## src/rtl/mips_pkg.sv

```systemverilog
// Shared MIPS pipeline definitions: fetch FSM states, redirect-source codes and
// the NOP encoding used for IF/ID bubbles.
package mips_pkg;

    typedef enum logic [1:0] {
        REQ  = 2'd0,
        WAIT = 2'd1,
        DROP = 2'd2,
        HOLD = 2'd3
    } fetch_state_t;

    localparam logic [1:0]  PC_SRC_BRANCH = 2'b01;
    localparam logic [1:0]  PC_SRC_JUMP   = 2'b10;
    localparam logic [31:0] NOP_INST      = 32'h0000_0000;

    // J-type target: region bits of the delay-slot PC, then the word index.
    function automatic logic [31:0] jump_target(input logic [3:0]  region,
                                                input logic [25:0] index);
        return {region, index, 2'b00};
    endfunction

endpackage

```

## src/rtl/if_stage_if.sv

```systemverilog
// Instruction-memory request/response bus between the fetch stage (master)
// and instruction memory (slave).
interface if_stage_if;

    logic        imem_req;
    logic [31:0] imem_addr;
    logic        imem_valid;
    logic [31:0] imem_rdata;

    modport master (output imem_req, imem_addr, input imem_valid, imem_rdata);
    modport slave  (input imem_req, imem_addr, output imem_valid, imem_rdata);

endinterface

```

## src/rtl/if_stage_if_id_reg.sv

```systemverilog
// IF/ID pipeline register: flush loads a bubble and overrides the write enable.
module if_id_reg
    import mips_pkg::*;
(
    input  logic        clk,
    input  logic        rst,
    input  logic        we,
    input  logic        flush,
    input  logic [31:0] inst_d,
    input  logic [31:0] pc_plus4_d,
    input  logic        valid_d,
    output logic [31:0] inst,
    output logic [31:0] pc_plus4,
    output logic        valid
);

    // NOTE: non-blocking assignments keep every flop sampling pre-edge values.
    always_ff @(posedge clk or posedge rst) begin
        if (rst) begin
            inst     <= NOP_INST;
            pc_plus4 <= 32'h0;
            valid    <= 1'b0;
        end else if (flush) begin
            inst     <= NOP_INST;
            pc_plus4 <= 32'h0;
            valid    <= 1'b0;
        end else if (we) begin
            inst     <= inst_d;
            pc_plus4 <= pc_plus4_d;
            valid    <= valid_d;
        end
    end

endmodule

```

## src/rtl/if_stage.sv

```systemverilog
// MIPS instruction-fetch stage: PC, single-outstanding imem fetch FSM and IF/ID load.
// Optional performance counters are built when FETCH_PERF_CNT_EN is defined.
module if_stage
    import mips_pkg::*;
#(
    parameter logic [31:0] RESET_PC = 32'h0000_0000
) (
    input  logic        clk,
    input  logic        rst,
    if_stage_if.master  imem,
    input  logic        pc_ld,
    input  logic        IF_ID_write,
    input  logic        flush,
    input  logic [1:0]  pc_src,
    input  logic [31:0] branch_target,
    input  logic [25:0] jump_index,
    output logic [31:0] IF_ID_inst,
    output logic [31:0] IF_ID_pc_plus4,
    output logic        IF_ID_valid,
    output logic [31:0] fetch_count,
    output logic [31:0] bubble_count
);

    fetch_state_t state;
    logic [31:0]  pc;
    logic [31:0]  pc_plus4;
    logic [31:0]  hold_inst;
    logic [31:0]  avail_inst;
    logic         avail;
    logic         consume;

    assign pc_plus4   = pc + 32'd4;
    assign avail      = ((state == WAIT) && imem.imem_valid) || (state == HOLD);
    assign avail_inst = (state == HOLD) ? hold_inst : imem.imem_rdata;
    assign consume    = avail && IF_ID_write && pc_ld && !flush;

    assign imem.imem_req  = (state == REQ) && !flush && !rst;
    assign imem.imem_addr = pc;

    // With IF_ID_write high and nothing consumed, the register loads a bubble.
    if_id_reg u_if_id_reg (
        .clk        (clk),
        .rst        (rst),
        .we         (IF_ID_write),
        .flush      (flush),
        .inst_d     (consume ? avail_inst : NOP_INST),
        .pc_plus4_d (consume ? pc_plus4 : 32'h0),
        .valid_d    (consume),
        .inst       (IF_ID_inst),
        .pc_plus4   (IF_ID_pc_plus4),
        .valid      (IF_ID_valid)
    );

    always_ff @(posedge clk or posedge rst) begin
        if (rst) begin
            state     <= REQ;
            pc        <= RESET_PC;
            hold_inst <= NOP_INST;
        end else if (flush) begin
            pc <= (pc_src == PC_SRC_JUMP) ? jump_target(IF_ID_pc_plus4[31:28], jump_index)
                                          : branch_target;
            // An in-flight response that has not arrived yet must be swallowed in DROP.
            state <= ((state == WAIT || state == DROP) && !imem.imem_valid) ? DROP : REQ;
        end else begin
            if (consume)
                pc <= pc_plus4;
            case (state)
                REQ:  state <= WAIT;
                WAIT: if (imem.imem_valid) begin
                          state     <= consume ? REQ : HOLD;
                          hold_inst <= imem.imem_rdata;
                      end
                HOLD: if (consume) state <= REQ;
                DROP: if (imem.imem_valid) state <= REQ;
                default: state <= REQ;
            endcase
        end
    end

`ifdef FETCH_PERF_CNT_EN
    logic [31:0] fetch_cnt_q;
    logic [31:0] bubble_cnt_q;

    always_ff @(posedge clk or posedge rst) begin
        if (rst) begin
            fetch_cnt_q  <= 32'h0;
            bubble_cnt_q <= 32'h0;
        end else begin
            if (consume)
                fetch_cnt_q <= fetch_cnt_q + 32'd1;
            if (flush || (IF_ID_write && !consume))
                bubble_cnt_q <= bubble_cnt_q + 32'd1;
        end
    end

    assign fetch_count  = fetch_cnt_q;
    assign bubble_count = bubble_cnt_q;
`else
    assign fetch_count  = 32'h0;
    assign bubble_count = 32'h0;
`endif

endmodule

```

## src/flat_wrapper.sv

```systemverilog
// flat-port wrapper written by rule: the top's interface ports become plain ports
module if_stage_flat import mips_pkg::*;
#(
    parameter logic [31:0] RESET_PC = 32'h0000_0000
)
  (clk, rst, pc_ld, IF_ID_write, flush, pc_src, branch_target, jump_index, IF_ID_inst, IF_ID_pc_plus4, IF_ID_valid, fetch_count, bubble_count, imem_imem_req, imem_imem_addr, imem_imem_valid, imem_imem_rdata);
  if_stage_if imem_i ();
  input  logic clk;
  input  logic rst;
  input  logic pc_ld;
  input  logic IF_ID_write;
  input  logic flush;
  input  logic [1:0] pc_src;
  input  logic [31:0] branch_target;
  input  logic [25:0] jump_index;
  output logic [31:0] IF_ID_inst;
  output logic [31:0] IF_ID_pc_plus4;
  output logic IF_ID_valid;
  output logic [31:0] fetch_count;
  output logic [31:0] bubble_count;
  output wire logic [$bits(imem_i.imem_req)-1:0] imem_imem_req;
  output wire logic [$bits(imem_i.imem_addr)-1:0] imem_imem_addr;
  input wire logic [$bits(imem_i.imem_valid)-1:0] imem_imem_valid;
  input wire logic [$bits(imem_i.imem_rdata)-1:0] imem_imem_rdata;
  assign imem_imem_req = imem_i.imem_req;
  assign imem_imem_addr = imem_i.imem_addr;
  assign imem_i.imem_valid = imem_imem_valid;
  assign imem_i.imem_rdata = imem_imem_rdata;
  if_stage #(.RESET_PC(RESET_PC)) u_core (.clk(clk), .rst(rst), .imem(imem_i), .pc_ld(pc_ld), .IF_ID_write(IF_ID_write), .flush(flush), .pc_src(pc_src), .branch_target(branch_target), .jump_index(jump_index), .IF_ID_inst(IF_ID_inst), .IF_ID_pc_plus4(IF_ID_pc_plus4), .IF_ID_valid(IF_ID_valid), .fetch_count(fetch_count), .bubble_count(bubble_count));
endmodule
```

## config.mk

```make
export PLATFORM = sky130hd
export DESIGN_NAME = if_stage_flat
export DESIGN_NICKNAME = d
export VERILOG_FILES = /design/src/rtl/mips_pkg.sv /design/src/rtl/if_stage_if.sv /design/src/rtl/if_stage_if_id_reg.sv /design/src/rtl/if_stage.sv /design/src/flat_wrapper.sv
export SDC_FILE = /design/constraint.sdc
export NUM_CORES = 1
export LEC_CHECK = 0
export CORE_ASPECT_RATIO = 1.2
export CORE_MARGIN = 1
export CORE_UTILIZATION = 51
export DETAILED_ROUTE_END_ITERATION = 6
export MAX_ROUTING_LAYER = met4
export PLACE_DENSITY = 0.87
export SLEW_MARGIN = 10
export SYNTH_ARGS = -nofsm -noshare
export SYNTH_HDL_FRONTEND = slang
export SYNTH_HIERARCHICAL = 1
export SYNTH_SLANG_ARGS = --single-unit
```

## constraint.sdc

```tcl
create_clock -name clk -period 6.92 [get_ports clk]
set_input_delay 1.384 -clock clk [delete_from_list [all_inputs] [get_ports clk]]
set_output_delay 1.384 -clock clk [all_outputs]
set_load 0.01 [all_outputs]
```

==> results of run 1 <==
## synthesized netlist by cell type, types with 2 or more instances
cell type	n	area [sq um]
a21o_1	2	15.0
o21ai_0	12	60.1
nand4_2	2	25.0
a31oi_1	6	37.5
a211oi_1	4	30.0
xor2_1	4	35.0
mux2i_1	127	1270
and3_1	3	18.8
nor3_1	3	15.0
dfrtp_1	131	3280
and2_1	4	25.0
buf_12	5	100
or4b_1	3	30.0
buf_1	8	30.0
inv_1	11	41.3
or2_2	2	12.5
or4_1	15	113
buf_4	65	488
o211ai_1	2	15.0
nand2_1	35	131
o31ai_1	8	60.1
a22oi_1	3	22.5
o31a_1	26	228
xnor2_1	15	131
or3_1	10	62.6
a21boi_0	2	15.0
mux2_2	37	417
clkbuf_1	29	109
and4_1	3	26.3
buf_6	2	22.5
ha_1	5	62.6
nor2b_1	6	37.5
nand4_1	5	31.3
nor2_1	117	439
buf_2	8	40.0
a21oi_1	17	85.1
nor4_1	24	150
o2bb2ai_1	3	26.3
nand3_1	19	95.1
## path summary, 6_finish.rpt
| kind | startpoint | end | slack [ns] | cells after the start |
|---|---|---|---|---|
| min reg2reg | u_core/hold_inst[10] | u_core/hold_inst[10] | 0.50 | 1 |
| max in group asynchronous | rst | u_core/u_if_id_reg/pc_plus4[30] | 4.49 | 3 |
| min | u_core/hold_inst[10] | u_core/hold_inst[10] | 0.50 | 1 |
| min in group asynchronous | rst | u_core/u_if_id_reg/pc_plus4[3] | 1.42 | 2 |
| max | flush | imem_imem_req | 2.72 | 4 |
| max reg2reg | u_core/state[1] | u_core/u_if_id_reg/pc_plus4[26] | 3.51 | 9 |
## cell type report
type / count / area (sq um) / area share, %
clock buffer: 21 / 450 / 4.44
multi-input combinational: 592 / 4020 / 39.6
sequential: 131 / 3280 / 32.3
antenna: 1 / 2.50 / 0.0247
inverter: 11 / 41.3 / 0.407
timing repair buffer: 201 / 1990 / 19.6
tap: 204 / 255 / 2.52
clock inverter: 10 / 110 / 1.09
## per-stage QoR
step	setup slack [ns]	area, sq um	hold slack [ns]	std cells	total power, mW
floorplan	2.41	8110	0.479	851	1.35
global placement	2.75	9580	0.486	1139	1.50
detailed placement	2.64	9580	0.494	1139	1.52
CTS	2.73	10100	0.506	1170	2.39
global route	2.65	10100	0.510	1171	2.49
finish	2.72	10100	0.503	1171	2.38
## state kept, by name (all words and copies together) (netlist names)
| name | flops |
|---|---|
| u_core/imem.imem_addr | 32 |
| u_core/hold_inst | 32 |
| u_core/u_if_id_reg/pc_plus4 | 32 |
| u_core/state | 2 |
| u_core/u_if_id_reg/inst | 32 |
| u_core/u_if_id_reg/valid | 1 |
## layer usage
metal	routed length (um)	part of all wire, %	track usage [%]
met1	8100	40	31.6
met2	10500	52	45.9
met3	1160	5.7	4.60
met4	522	2.6	10.7
met5	0	0	-
## power groups by stage
stage               combinational (mW)  sequential (mW)  clock, mW
finish                           0.533            0.984      0.858
global route                     0.579             1.00      0.906
CTS                              0.534            0.983      0.873
detailed placement               0.529            0.994          0
global placement                 0.516            0.984          0
floorplan                        0.373            0.978          0
## worst reg2reg max path: stages (launching register included)
cell	delay [ns]
dfrtp_1	0.40
ha_2	0.18
buf_4	0.50
a21oi_2	0.23
nor2_1	0.62
nand2_2	0.53
buf_4	0.45
a21oi_1	0.23
mux2i_1	0.10
nor2_1	0.10
## cells by family after synthesis
| logic type | after synthesis | share of synthesized area [%] |
|---|---|---|
| other | 1 | 0.0476 |
| flip-flops | 131 | 41.6 |
| AND/OR/NAND/NOR | 253 | 15.6 |
| multiplexers | 164 | 21.4 |
| XOR/XNOR | 19 | 2.11 |
| buffers and inverters | 128 | 10.6 |
| adder cells (fa/ha/maj) | 5 | 0.795 |
| AO/OA/AOI/OAI | 87 | 7.77 |
==> run_results.csv, run 1 <==
group,metric,value,unit
yosys,synth_seq_area_share,41.6,%
pwr,switchingPower,0.675,mW
sta,finalSetupTns,0,ns
global_route,grt.overflow.total,0,
critical_path,cp_slowest_stage_delay,0.57,ns
critical_path,worstPathArrival,2.82,ns
place,dpl.hpwl,13.4,mm
clock_tree,cts_tree,"yes",
yosys,async_reset_ff_share,100,%
sta,maxSlewViolCount,0,
critical_path,end_kind,"output port",
routing,postRouteAntennaNets,0,
clock_tree,clock_path_buffers,2,
cells_and_area,fin_nets,1057,
global_route,grt_pass1_wl,32.7,mm
critical_path,start_kind,"primary input",
floorplanning,dieArea,15900,sq um
cells_and_area,layout_commonest_cell,"clkdlybuf4s50_1",
floorplanning,pin_count,260,
pwr,p_comb_share,22.4,%
worst_hold_path,hold_path_class,"reg -> reg",
yosys,syn_area_per_cell,9.99,sq um
job,maxCapViolations,0,
yosys,ys_types,44,
yosys,yosys_warnings,6,
routing,firstDrtPassIters,5,
pwr,clkPwrFrac,36.1,%
floorplanning,rows,49,
status,outcome,"complete, no violations",
clock_tree,cts-resized-gates,0,
sta,clock-skew-final,0.00625,ns
yosys,synth_seq_cells,131,
clock_tree,postCtsSetupRepairBufs,0,
critical_path,crit_family,"buffers and inverters",
cells_and_area,fill_cells,1190,
routing,drt_iter0_drc,421,
pwr,p_leak,4.32,nW
pwr,switching_share,28.4,%
global_route,grt_use_total,27.1,%
cells_and_area,final_util,67.5,%
clock_tree,cts_root_buffer,"clkbuf_16",
clock_tree,htree_levels,4,
routing,wl_per_cell,17.3,um
global_route,first_global_vias,6376,
sta,fin_crit_sh,60.8,%
yosys,synth_edf_count,0,
floorplanning,die_width,115,um
pwr,p_per_area,234,nW/um^2
yosys,synth-main-ff-cell,"dfrtp_1",
clock_tree,clk_pin_slew,0.05,ns
place,io_buffers,195,
floorplanning,core_area,15000,sq um
clock_tree,holdBufCountCts,0,
sta,rsz0062_at_grt,"no",
floorplanning,initial_core_util,52.4,%
routing,wl,20.3,mm
critical_path,worst-setup-path-type,"in -> out",
sta,timing.fmax,238,MHz
critical_path,slowest_stage,"clkdlybuf4s50_1",
critical_path,crit_fanout,22,
floorplanning,die_y,138,um
clock_tree,cts_buffers,17,
critical_path,path_cells,"buf_4, inv_1, and3_1, clkdlybuf4s50_1",
global_route,antenna_found_initial,1,
cells_and_area,layout_common_cells,"193 x clkdlybuf4s50_1, 131 x dfrtp_1, 127 x mux2i_1, 117 x nor2_1, 64 x conb_1",
pwr,intPower,1.70,mW
yosys,synth_area,7870,sq um
sta,hold_viol_final,0,
routing,avgViaCountPerCell,5.56,
critical_path,crit_buf_inv,3,
routing,num_vias,6508,
critical_path,worstPathRequired,5.54,ns
yosys,syn_inst,788,
global_route,grt_max_degree,101,
sta,worstMarginPinSlew,1.18,ns
pwr,vdd_drop_max,0.135,mV
sta,relSlewSlack,21.3,%
routing,drc,0,
sta,finalSetupViolations,0,
clock_tree,clock-sinks,131,
cells_and_area,drive_gt1_share,8.80,%
cells_and_area,area_growth,28.9,%
sta,layout_min_cycle_time,4.20,ns
pwr,pwr-share-seq,41.4,%
place,gp_congestion,0.892,
clock_tree,clk_latency,0.42,ns
No activity file was read; power rests on OpenSTA's default activity.
==> inputs of run 2 (changes only) <==
- CORE_UTILIZATION: 51 -> 42
- PLACE_DENSITY: 0.87 -> 0.76
- clock period: 6.92 -> 3.7 ns (I/O delays scaled with it)
==> run_results.csv, run 2 (synthesis gave the netlist of run 1 again) <==
group,metric,value,unit
sta,finalSetupTns,0,ns
clock_tree,cts_root_buffer,"clkbuf_16",
floorplanning,rows,54,
clock_tree,htree_levels,4,
clock_tree,clk_latency,0.42,ns
routing,drc,0,
routing,wl_per_cell,17.3,um
critical_path,worst-setup-path-type,"reg -> reg",
global_route,grt.overflow.total,0,
pwr,vdd_drop_max,0.316,mV
global_route,grt_max_degree,68,
critical_path,r2r-start,"u_core/imem.imem_addr[2]",
cells_and_area,area_growth,30.6,%
clock_tree,cts_tree,"yes",
clock_tree,clock_path_buffers,2,
pwr,total_power,4.55,mW
sta,timing.fmax,332,MHz
floorplanning,core_area,18200,sq um
sta,maxSlewViolCount,0,
global_route,grt_use_total,22.5,%
critical_path,end_kind,"register",
floorplanning,die_width,127,um
worst_hold_path,hp-start,"u_core/hold_inst[9]",
critical_path,worstPathArrival,3.35,ns
sta,relSlewSlack,21.6,%
sta,hold_viol_final,0,
place,dpl.hpwl,14.4,mm
critical_path,worstPathRequired,4.04,ns
cells_and_area,final_util,56.3,%
cells_and_area,n_antenna_cell,0,
pwr,p_leak,4.39,nW
place,gp_congestion,0.801,
routing,drt_iter0_drc,258,
floorplanning,pin_count,260,
worst_hold_path,hold_path_class,"reg -> reg",
clock_tree,clock-sinks,131,
routing,wl,20.8,mm
clock_tree,cts-resized-gates,0,
job,maxCapViolations,0,
critical_path,start_kind,"register",
cells_and_area,layout_common_cells,"193 x clkdlybuf4s50_1, 131 x dfrtp_1, 127 x mux2i_1, 117 x nor2_1, 64 x conb_1",
worst_hold_path,min_path_cells,1,
sta,clock-skew-final,0.00848,ns
critical_path,crit_fanout,22,
sta,whs,0.504,ns
sta,worstMarginPinSlew,1.18,ns
clock_tree,clk_pin_slew,0.06,ns
cells_and_area,fill_cells,1616,
critical_path,r2r_setup_slack,0.69,ns
critical_path,timing.rr.end,"u_core/u_if_id_reg/pc_plus4[26]",
floorplanning,die_y,152,um
routing,num_vias,6426,
cells_and_area,layout_commonest_cell,"clkdlybuf4s50_1",
sta,finalSetupViolations,0,
floorplanning,dieArea,19300,sq um
routing,postRouteAntennaNets,0,
cells_and_area,drive_gt1_share,9.95,%
global_route,first_global_vias,6364,
cells_and_area,fin_area,10300,sq um
routing,firstDrtPassIters,5,
place,postPlaceCellArea,9670,sq um
status,outcome,"complete, no violations",
worst_hold_path,hold_end,"u_core/hold_inst[9]",
routing,avgViaCountPerCell,5.36,
pwr,p_per_area,442,nW/um^2
global_route,antenna_found_initial,0,
sta,fin_crit_sh,81.4,%
clock_tree,postCtsSetupRepairBufs,0,
clock_tree,cts_buffers,17,
clock_tree,holdBufCountCts,0,
place,io_buffers,195,
critical_path,r2r_cells,7,
sta,rsz0062_at_grt,"no",
cells_and_area,fin_nets,1065,
sta,layout_min_cycle_time,3.01,ns
floorplanning,initial_core_util,43.1,%
global_route,grt_pass1_wl,33.3,mm
-- run 2: cell type report --
class | instances | area (sq um) | share of cell area, %
well taps | 224 | 280 | 2.73
inverters | 11 | 43.8 | 0.426
flip-flops and latches | 131 | 3280 | 31.9
repair buffers | 209 | 2050 | 20.0
multi-input cells | 592 | 4020 | 39.1
clock inverters | 11 | 125 | 1.22
clock buffers | 21 | 480 | 4.68
-- run 2: worst max path at each step --
stage	from	end	slack, ns	depth (start not counted)
after CTS	u_core/imem.imem_addr[2]	u_core/u_if_id_reg/pc_plus4[26]	0.73	7
after floorplan	rst	imem_imem_req	0.47	2
final	u_core/imem.imem_addr[2]	u_core/u_if_id_reg/pc_plus4[26]	0.69	7
after global placement	pc_ld	u_core/imem.imem_addr[30]	0.69	5
after global routing	u_core/imem.imem_addr[2]	u_core/u_if_id_reg/pc_plus4[26]	0.52	7
after detailed placement	imem_imem_valid	u_core/u_if_id_reg/pc_plus4[15]	0.63	8
-- run 2: critical path: stages (launching register included) --
cell     delay (ns)
dfrtp_1        0.48
ha_1           0.28
nand3_1        0.30
or4_1          0.91
or4_1          0.51
a21oi_1        0.22
mux2i_1        0.10
nor2_1         0.13
-- run 2: metrics by stage --
step	cells	setup slack (ns)
floorplan	851	0.475
global route	1199	0.523
CTS	1199	0.726
finish	1199	0.689
global placement	1167	0.694
detailed placement	1167	0.628
-- run 2: report_power, final --
| part | internal [mW] | switching (mW) |
|---|---|---|
| clock network | 1.07 | 0.643 |
| logic | 0.527 | 0.474 |
| registers | 1.66 | 0.176 |
| total | 3.25 | 1.29 |
-- run 2: metal layers --
metal	vias to the layer above	global-route usage [%]	routed length [um]
met5	-	-	0
li1	3022	-	-
met3	24	4.75	1140
met4	0	7.03	328
met2	227	38.3	10600
met1	3153	26.5	8680
==> inputs of run 3 (changes only) <==
- clock period: 3.7 -> 2.7 ns (I/O delays scaled with it)
==> run_results.csv, run 3 (synthesis gave the netlist of run 1 again) <==
group,metric,value,unit
routing,highest_layer,"met4",
pwr,switchingPower,1.82,mW
cells_and_area,area_growth,33.7,%
sta,worst_slack,0.214,ns
floorplanning,initial_core_util,43.1,%
critical_path,crit_fanout,22,
critical_path,path_cells,"ha_1, nand3_1, or4_1, buf_4, or4_1, a21oi_1, mux2i_1, nor2_1",
cells_and_area,layout_commonest_cell,"clkdlybuf4s50_1",
critical_path,timing.rr.end,"u_core/u_if_id_reg/pc_plus4[26]",
clock_tree,cts-resized-gates,0,
clock_tree,clock_path_buffers,2,
cells_and_area,drive_gt1_share,11.8,%
floorplanning,die_y,152,um
routing,wl_per_cell,17.4,um
routing,route.met2.wl,10.6,mm
sta,layout_min_cycle_time,2.49,ns
clock_tree,clk_latency,0.42,ns
floorplanning,die_width,127,um
global_route,grt.overflow.total,0,
clock_tree,clock-sinks,131,
cells_and_area,register_area,3280,sq um
critical_path,worstPathArrival,2.84,ns
sta,finalSetupViolations,0,
pwr,switching_share,27.8,%
place,io_buffers,195,
pwr,p_comb_share,21.7,%
global_route,grt_pass1_wl,34.5,mm
sta,whs,0.380,ns
critical_path,r2r_cells,8,
sta,timing.fmax,402,MHz
job,maxCapViolations,0,
worst_hold_path,hp-start,"flush",
floorplanning,core_area,18200,sq um
cells_and_area,fill_cells,1602,
pwr,pwr-share-seq,38.5,%
critical_path,crit_buf_inv,1,
critical_path,end_kind,"register",
global_route,antenna_found_initial,1,
place,gp_congestion,0.838,
sta,finalSetupTns,0,ns
sta,rsz0062_at_grt,"no",
pwr,vdd_drop_max,0.415,mV
routing,avgViaCountPerCell,5.38,
routing,dr_wl_met3,1.37,mm
global_route,first_global_vias,6642,
sta,maxSlewViolCount,0,
place,dpl.hpwl,14.8,mm
clock_tree,cts_tree,"yes",
pwr,p_leak,4.52,nW
sta,hold_viol_final,0,
worst_hold_path,hold_end,"u_core/state[0]",
critical_path,start_kind,"register",
critical_path,crit_top_cell,"or4_1",
critical_path,r2r-start,"u_core/imem.imem_addr[2]",
place,postPlaceCellArea,9850,sq um
global_route,grt_max_degree,97,
critical_path,worstPathRequired,3.05,ns
status,outcome,"complete, no violations",
worst_hold_path,hold_path_class,"in -> reg",
cells_and_area,fin_area,10500,sq um
clock_tree,cts_buffers,17,
routing,num_vias,6572,
pwr,clkPwrFrac,39.8,%
clock_tree,holdBufCountCts,0,
cells_and_area,fin_nets,1086,
pwr,p_per_area,620,nW/um^2
cells_and_area,multi_input_area,4020,sq um
routing,wl,21.2,mm
floorplanning,dieArea,19300,sq um
sta,clock-skew-final,0.00695,ns
critical_path,crit_family,"simple AND/OR/NAND/NOR gates",
critical_path,worst-setup-path-type,"reg -> reg",
clock_tree,postCtsSetupRepairBufs,0,
critical_path,cp_slowest_stage_delay,0.48,ns
worst_hold_path,min_path_cells,2,
clock_tree,htree_levels,4,
routing,drt_iter0_drc,343,
sta,fin_crit_sh,92.1,%
floorplanning,pin_count,260,
critical_path,slowest_stage,"dfrtp_1",
pwr,intPower,4.71,mW
place,pre_cts_slack,0.0777,ns
sta,worstMarginPinSlew,0.923,ns
clock_tree,cts_root_buffer,"clkbuf_16",
routing,firstDrtPassIters,5,
cells_and_area,layout_common_cells,"193 x clkdlybuf4s50_1, 131 x dfrtp_1, 127 x mux2i_1, 117 x nor2_1, 64 x conb_1",
global_route,grt_use_total,23.4,%
critical_path,r2r_setup_slack,0.21,ns
cells_and_area,final_util,57.7,%
routing,postRouteAntennaNets,0,
routing,drc,0,
clock_tree,clk_pin_slew,0.06,ns
floorplanning,rows,54,
sta,relSlewSlack,38.5,%
routing,wl_met1,8.75,mm
==> run 3: cell types whose count changed in the layout (fill, tap and decap cells not counted), sizes merged <==
cell,change
buf,+21
clkbuf,-3
diode,+1
clkinvlp,-1
bufinv,+3
clkinv,-2
inv,+3
==> run 3: per-layer routing <==
| layer | vias up | track usage, % |
|---|---|---|
| met5 | - | - |
| met4 | 0 | 8.96 |
| met2 | 261 | 39.7 |
| met1 | 3210 | 27.1 |
| li1 | 3065 | - |
| met3 | 36 | 4.75 |
==> run 3: worst register-to-register path: cells and delay by family, from the launching register on <==
kind	cells	cell delay (ns)
AO/OA/AOI/OAI	1	0.22
adder cells (fa/ha/maj)	1	0.28
buffers and inverters	1	0.22
flip-flops	1	0.48
multiplexers	1	0.10
AND/OR/NAND/NOR	4	1.13
==> run 3: cell type report <==
class / count / share of cell area, %
clock buffer: 18 / 4.17
tap: 224 / 2.66
inverter: 11 / 0.428
multi-input combinational: 592 / 38.2
sequential: 131 / 31.2
clock inverter: 14 / 2.14
antenna: 1 / 0.0238
timing repair buffer: 230 / 21.2
==> run 3: power groups by stage <==
stage          registers, mW  logic [mW]  clock network [mW]
4_1_cts                 2.51        1.42                2.65
2_1_floorplan           2.51       0.957                   0
3_3_place_gp            2.52        1.39                   0
3_5_place_dp            2.54        1.42                   0
5_1_grt                 2.56        1.54                2.73
6_report                2.51        1.41                2.60
==> run 3: per-stage QoR <==
stage / total power [mW] / cells
after floorplan: 3.46 / 851
after detailed placement: 3.96 / 1188
final: 6.53 / 1221
after CTS: 6.58 / 1220
after global placement: 3.91 / 1188
after global routing: 6.83 / 1221
==> run 3: how the worst max path moves through the flow <==
stage,start,endpoint,slack (ns),cells after the start
after detailed placement,pc_ld,u_core/imem.imem_addr[24],0.08,5
after floorplan,rst,imem_imem_req,0.18,2
after global placement,pc_ld,u_core/imem.imem_addr[30],0.09,5
after global routing,u_core/imem.imem_addr[12],u_core/u_if_id_reg/pc_plus4[21],0.08,7
final,u_core/imem.imem_addr[2],u_core/u_if_id_reg/pc_plus4[26],0.21,8
after CTS,u_core/imem.imem_addr[12],u_core/u_if_id_reg/pc_plus4[27],0.23,6
